[src/rtl/serializer.sv]
// Parallel-to-serial converter: MSB-first bit stream with a one-word holding
// buffer so consecutive words stream without an idle cycle between them.
module serializer #(
    parameter int DATA_W = 16,
    parameter int MOD_W  = $clog2(DATA_W)
) (
    input  logic              clk_i,
    input  logic              srst_i,
    input  logic [DATA_W-1:0] data_i,
    input  logic [MOD_W-1:0]  data_mod_i,
    input  logic              data_val_i,
    output logic              ready_o,
    output logic              ser_data_o,
    output logic              ser_data_val_o,
    output logic              busy_o
);

    localparam int CNT_W = $clog2(DATA_W) + 1;

    typedef enum logic {
        IDLE,
        SHIFT
    } state_t;

    state_t             state;
    state_t             state_next;
    logic [DATA_W-1:0]  shift_reg;
    logic [CNT_W-1:0]   cnt;
    logic [DATA_W-1:0]  buf_data;
    logic [CNT_W-1:0]   buf_len;
    logic               buf_valid;

    logic               accept;
    logic [CNT_W-1:0]   in_len;
    logic               in_keep;
    logic               last_bit;
    logic               load_in;
    logic               load_buf;
    logic               store_buf;

    // Words of length 1 or 2 are consumed by the handshake but never transmitted.
    always_comb begin
        accept    = data_val_i && ready_o;
        in_len    = (data_mod_i == '0) ? CNT_W'(DATA_W) : CNT_W'(data_mod_i);
        in_keep   = in_len >= CNT_W'(3);
        last_bit  = (state == SHIFT) && (cnt == '0);
        load_buf  = last_bit && buf_valid;
        load_in   = accept && in_keep && ((state == IDLE) || last_bit);
        store_buf = accept && in_keep && (state == SHIFT) && !last_bit;
    end

    always_ff @(posedge clk_i) begin
        if (srst_i) begin
            state <= IDLE;
        end else begin
            state <= state_next;
        end
    end

    always_comb begin
        state_next = state;
        case (state)
            IDLE: begin
                if (load_in) begin
                    state_next = SHIFT;
                end
            end
            SHIFT: begin
                if (last_bit && !load_buf && !load_in) begin
                    state_next = IDLE;
                end
            end
            default: state_next = IDLE;
        endcase
    end

    always_comb begin
        ready_o = !buf_valid && !srst_i;
        busy_o  = (state == SHIFT) || buf_valid;
    end

    // The output register always shows the current bit; shift_reg holds the
    // bits still to come and cnt counts them, so cnt==0 marks the last bit.
    always_ff @(posedge clk_i) begin
        if (srst_i) begin
            shift_reg      <= '0;
            cnt            <= '0;
            buf_data       <= '0;
            buf_len        <= '0;
            buf_valid      <= 1'b0;
            ser_data_o     <= 1'b0;
            ser_data_val_o <= 1'b0;
        end else begin
            if (load_buf) begin
                ser_data_o     <= buf_data[DATA_W-1];
                ser_data_val_o <= 1'b1;
                shift_reg      <= buf_data << 1;
                cnt            <= buf_len - CNT_W'(1);
                buf_valid      <= 1'b0;
            end else if (load_in) begin
                ser_data_o     <= data_i[DATA_W-1];
                ser_data_val_o <= 1'b1;
                shift_reg      <= data_i << 1;
                cnt            <= in_len - CNT_W'(1);
            end else if ((state == SHIFT) && !last_bit) begin
                ser_data_o     <= shift_reg[DATA_W-1];
                ser_data_val_o <= 1'b1;
                shift_reg      <= shift_reg << 1;
                cnt            <= cnt - CNT_W'(1);
            end else begin
                ser_data_o     <= 1'b0;
                ser_data_val_o <= 1'b0;
            end

            if (store_buf) begin
                buf_data  <= data_i;
                buf_len   <= in_len;
                buf_valid <= 1'b1;
            end
        end
    end

endmodule

[config.mk]
export PLATFORM = sky130hd
export DESIGN_NAME = serializer
export DESIGN_NICKNAME = d
export VERILOG_FILES = /design/src/rtl/serializer.sv
export SDC_FILE = /design/constraint.sdc
export NUM_CORES = 1
export LEC_CHECK = 0
export BUFFER_PORTS_ARGS = -buffer_cell sky130_fd_sc_hd__buf_2
export CAP_MARGIN = 20
export CORE_ASPECT_RATIO = 1.2
export CORE_MARGIN = 5
export CORE_UTILIZATION = 61
export DETAILED_ROUTE_END_ITERATION = 10
export GPL_ROUTABILITY_DRIVEN = 0
export HOLD_SLACK_MARGIN = 0.12
export PLACE_DENSITY = 0.83
export SKIP_LAST_GASP = 1
export SLEW_MARGIN = 20
export SYNTH_ARGS = -nofsm -noshare
export SYNTH_HDL_FRONTEND = slang
export SYNTH_SLANG_ARGS = --single-unit
[constraint.sdc]
create_clock -name clk_i -period 4.9 [get_ports clk_i]
set_clock_uncertainty 0.05 [all_clocks]
set_input_delay 0.245 -clock clk_i [delete_from_list [all_inputs] [get_ports clk_i]]
set_output_delay 0.245 -clock clk_i [all_outputs]
set_load 0.02 [all_outputs]
==> impl_metrics.toml, run 1 <==
[clocking]
clk_path_buf_depth = 2
cts_tree = "yes"
numCtsBuffers = 5
cts_sinks = 45
clkLatencyLatePin_ns = 0.30
htree_levels = 2
cts_resized = 0
clockRootBuffer = "clkbuf_8"
postCtsSetupBuffers = 0
cts_hold_buf = 0
clk_pin_slew_worst_paths_ns = 0.08

[power_and_ir_drop]
p_sw_mw = 0.232
ir_worst_vdd_v = 0.000304
power_leakage_nw = 0.923
p_per_area_nw_per_um2 = 338
p_int_mw = 0.573
p_clk_frac = 0.316
p_seq_frac = 0.495
pwr-share-comb = 0.188
p_total_mw = 0.806
swShare = 0.288

[layout]
post_route_cells_drive_above_1_share = 0.176
largest_reg_flops = 16
nets = 302
fill_cells = 289
final-seq-area_um2 = 901
diodes = 0
syn_to_final_growth_pct = 10.4
multi_input_area_um2 = 1170
final_area_um2 = 2380

[timing]
timing.final.ws_setup_ns = 2.26
fmax_mhz = 378
setup_viol = 0
finalHoldViolCount = 0
fin_crit_ns = 2.64
rsz0062_at_grt = "false"
tightest_slew_ns = 0.920
slew_violations = 0
finalCritPeriodShare = 0.539
tns_ns = 0
max-slew-margin-rel = 0.385

[yosys]
synth_edf_count = 0
synth_seq_area_share = 0.418
synth_top_cells_by_count = "62 x nand2_1, 45 x dfxtp_1, 38 x a21oi_1, 27 x nor2_1, 16 x clkbuf_1"
ys_ff_latch = 45
yosysTopAreaCell = "dfxtp_1"
syn_nets = 287
avgSynthCellArea_um2 = 8.20
yosys-top-cells-area = "dfxtp_1 42%, nand2_1 11%, a21oi_1 8.8%, mux2i_1 6.5%, a211o_1 5.7%"
ys.flop_type = "dfxtp_1"
synth_most_common_cell = "nand2_1"
netlist-cell-type-count = 43
synth_top_area_frac = 0.418
synth-async-reset-ratio = 0
synth_warnings = 0
syn_area_um2 = 2160
netlist_instances = 263

[worst_setup_path]
cp.required_ns = 5.07
cp_max_fo = 13
end_kind = "flop"
path_class = "flop to flop"
cp-start-kind = "flop"
crit_arrival_ns = 2.81

[die]
dieWidth_um = 64.3
rows = 23
design.core.area_um2 = 3370
start_util = 0.641
ioPinCount = 27
fp.dieH_um = 75.1
dieArea_um2 = 4830

[global_routing]
antenna_found_initial = 0
grt_max_degree = 48
grt_overflow_total = 0
grt_use_total = 0.209
grt_pass1_vias = 1774
grt_pass1_wl_um = 7940

[route]
ant_nets = 0
drtIter0Drc = 133
drt-wirelength-per-cell_um = 15.0
drt-total-wl_um = 4750
viasPerCell = 6.01
vias = 1899
drc = 0
first_pass_iters = 7

[place]
dpl_cell_area_um2 = 2260
post-dp-hpwl_um = 3100
place_ws_ns = 2.02
io_buffers = 26

[hold_path]
min_path_type = "input pin to flop"

[status]
status = "completed"

[flow_run]
maxCapViolCount = 0
## kinds of logic after synthesis
family / synth area share
simple gates: 0.203
flops: 0.418
buf+inv: 0.0435
xor+xnor: 0.0122
fa+ha+maj: 0.00580
mux: 0.0650
compound gates: 0.253
## layout make-up
class	instances	area share
inverters	2	0.00315
well taps	37	0.0194
multi-input cells	196	0.491
clock inverters	1	0.00368
flip-flops and latches	45	0.378
repair buffers	28	0.0641
clock buffers	7	0.0405
## power groups by stage
stage	registers (mW)	logic (mW)	clock network, mW
2_1_floorplan	0.400	0.121	0
3_3_place_gp	0.407	0.145	0
3_5_place_dp	0.407	0.147	0
4_1_cts	0.399	0.148	0.263
5_1_grt	0.402	0.169	0.277
6_report	0.399	0.152	0.255
## stage by stage
stage               hold WS [ns]   util  instances
finish                     0.142  0.707        316
floorplan                  0.331      -        263
detailed placement         0.396  0.671        307
CTS                        0.134  0.703        315
global route               0.131  0.707        316
global placement           0.388  0.671        307
## layer usage
metal  routed length (µm)  GRT usage  share of wire
met2                 2400      0.366           0.51
met1                 2040      0.243           0.43
met4                   63     0.0905          0.013
met5                    0          0              0
met3                  243     0.0522          0.051
## final timing paths
check / from / end / slack [ns] / depth (start not counted)
setup / recovery: cnt[1] / cnt[4] / 2.26 / 8
hold / removal: data_i[8] / buf_data[8] / 0.14 / 3
setup reg to reg: cnt[1] / cnt[4] / 2.26 / 8
hold reg to reg: buf_data[5] / buf_data[5] / 0.41 / 2
## worst max-delay path, stage by stage (launching register included)
cell,delay [ns]
dfxtp_1,0.34
or4_1,0.69
o21ai_4,0.26
nand2_4,0.19
a21oi_1,0.33
ha_1,0.24
nand3_1,0.09
xnor2_1,0.17
a211oi_2,0.20
## placed cells by master, fill, tap and decap left out, types with 2 or more instances in the layout
cell type,n
inv_1,2
dfxtp_1,45
buf_2,26
nor2_1,27
a222oi_1,2
a21oi_1,38
a221o_1,2
nand2_1,62
o211ai_1,2
a211oi_1,3
mux2i_1,14
a211o_1,14
clkbuf_8,7
xor2_1,2
nand3_1,2
No activity file was read; power rests on OpenSTA's default activity.
==> run 2, diff against run 1 <==
- CORE_UTILIZATION: 61 -> 51
- PLACE_DENSITY: 0.83 -> 0.74
- clock period: 4.9 -> 2.3 ns (I/O delays scaled with it)
==> run 2 against run 1 <==
  * Clock power increased by 89%
  * Sequential cell count unchanged
  * Fmax increased by 20%
  * Combinational power increased to 2.8 times the previous value
  * Wire length up 8.7%
  * Register-to-register slack lost 2.2 ns
  * Utilization shrank 4.0 points
  * Hold slack improved by 0.18 ns
  * Global-route usage is 1.6 points lower
  * Non-clock buffer count up 38
==> impl_metrics.toml, run 2 (synthesized netlist as in run 1, its figures left out) <==
[flow_run]
maxCapViolCount = 0

[timing]
rsz0062_at_grt = "false"
finalCritPeriodShare = 0.959
slew_violations = 0
tightest_slew_ns = 0.479
finalHoldWorstSlack_ns = 0.320
fmax_mhz = 453
setup_viol = 0
timing.final.ws_setup_ns = 0.0943
finalHoldViolCount = 0
tns_ns = 0
fin_crit_ns = 2.21
max-slew-margin-rel = 0.681

[global_routing]
grt_use_total = 0.193
grt_overflow_total = 0
grt_pass1_vias = 2002
antenna_found_initial = 0
grt_pass1_wl_um = 8870
grt_max_degree = 47

[route]
viasPerCell = 5.44
drtIter0Drc = 112
first_pass_iters = 4
drt-total-wl_um = 5160
vias = 2028
drc = 0
ant_nets = 0
drt-wirelength-per-cell_um = 13.8

[worst_setup_path]
path_class = "flop to flop"
cp_slowest_stage_delay_ns = 0.59
r2r_slack_ns = 0.09
crit_chain = "or4_4, o21ai_4, nand2_4, a21oi_1, ha_1, nand3_1, xnor2_1, a211oi_2"
reg2reg_depth = 8
end_kind = "flop"
cp.required_ns = 2.48
cp_max_fo = 6
crit_arrival_ns = 2.39
r2r_end = "cnt[4]"
crit_slowest_cell = "or4_4"
cp-start-kind = "flop"
timing.rr.start = "cnt[1]"

[clocking]
clk_pin_slew_worst_paths_ns = 0.09
cts_sinks = 45
numCtsBuffers = 5
htree_levels = 2
clockRootBuffer = "clkbuf_8"
clkLatencyLatePin_ns = 0.30
clk_path_buf_depth = 2
cts_tree = "yes"

[layout]
nets = 340
syn_to_final_growth_pct = 28.7
final_cell_mix = "62 x nand2_1, 45 x dfxtp_1, 38 x a21oi_1"
diodes = 0
fill_cells = 376
mostFrequentLayoutCell = "nand2_1"
largest_reg_flops = 16
post_route_cells_drive_above_1_share = 0.218

[die]
ioPinCount = 27
design.core.area_um2 = 4160
start_util = 0.518
rows = 26
dieWidth_um = 69.4
fp.dieH_um = 81.2
dieArea_um2 = 5640

[power_and_ir_drop]
p_per_area_nw_per_um2 = 633
power_leakage_nw = 1.10
ir_worst_vdd_v = 0.000474

[status]
status = "completed"

[hold_path]
hold_depth = 3
min_path_type = "input pin to flop"
hold_path_end = "buf_len[3]"
min_from = "srst_i"

[place]
post-dp-hpwl_um = 3250
io_buffers = 26
place_ws_ns = 0.000708
[run 2: cell count changes in the layout (fill, tap and decap cells not counted), sizes merged]
cell,before,now
clkbuf,7,6
buf,28,45
clkinv,0,2
inv,3,2
dlygate4sd3,0,21
[run 2: worst max path at each step]
stage / to / slack, ns / from
floorplan: cnt[4] / 0.06 / cnt[1]
global placement: cnt[4] / 0.06 / cnt[1]
detailed placement: cnt[4] / 0.0007 / cnt[1]
CTS: cnt[4] / 0.09 / cnt[1]
global route: cnt[4] / 0.0008 / cnt[1]
finish: cnt[4] / 0.09 / cnt[1]
[run 2: routing by layer]
metal | wire [µm] | GRT usage | part of all wire | vias up
li1 | - | - | - | 1020
met1 | 2220 | 0.216 | 0.43 | 958
met2 | 2670 | 0.365 | 0.52 | 44
met3 | 209 | 0.0446 | 0.040 | 6
met4 | 55 | 0.0566 | 0.011 | 0
met5 | 0 | 0 | 0 | -
[run 2: cell type report]
type                       instances  area (µm²)  area share
timing repair buffer              66         508       0.183
inverter                           2        7.51     0.00270
tap                               56        70.1      0.0252
sequential                        45         901       0.324
clock buffer                       6        72.6      0.0261
clock inverter                     2        10.0     0.00361
multi-input combinational        196        1210       0.435
[run 2: power breakdown]
part	leakage (nW)	total (mW)	internal, mW	switching [mW]
clock network	0.0450	0.482	0.211	0.270
logic	0.688	0.429	0.206	0.223
registers	0.365	0.846	0.815	0.0311
[run 2: stage by stage]
step | power [mW] | utilization | cells | cell area [µm²]
3_3_place_gp | 1.23 | 0.585 | 343 | 2440
2_1_floorplan | 1.11 | - | 263 | 2160
5_1_grt | 1.84 | 0.667 | 373 | 2780
4_1_cts | 1.76 | 0.661 | 372 | 2750
6_report | 1.76 | 0.667 | 373 | 2780
3_5_place_dp | 1.24 | 0.585 | 343 | 2440
[run 2: what timing repair did]
item,4_1_cts,5_1_grt
resized for setup,3,3
setup endpoints to repair,3,1
hold buffers,21,0
hold endpoints to repair,23,0
setup buffers,0,1
pin swaps,0,1
[run 2: critical path, delay by kind of cell (launching register included)]
family                   cells  cell delay [ns]
AO/OA/AOI/OAI                3             0.62
adder cells (fa/ha/maj)      1             0.23
AND/OR/NAND/NOR              3             0.76
XOR/XNOR                     1             0.16
flip-flops                   1             0.32
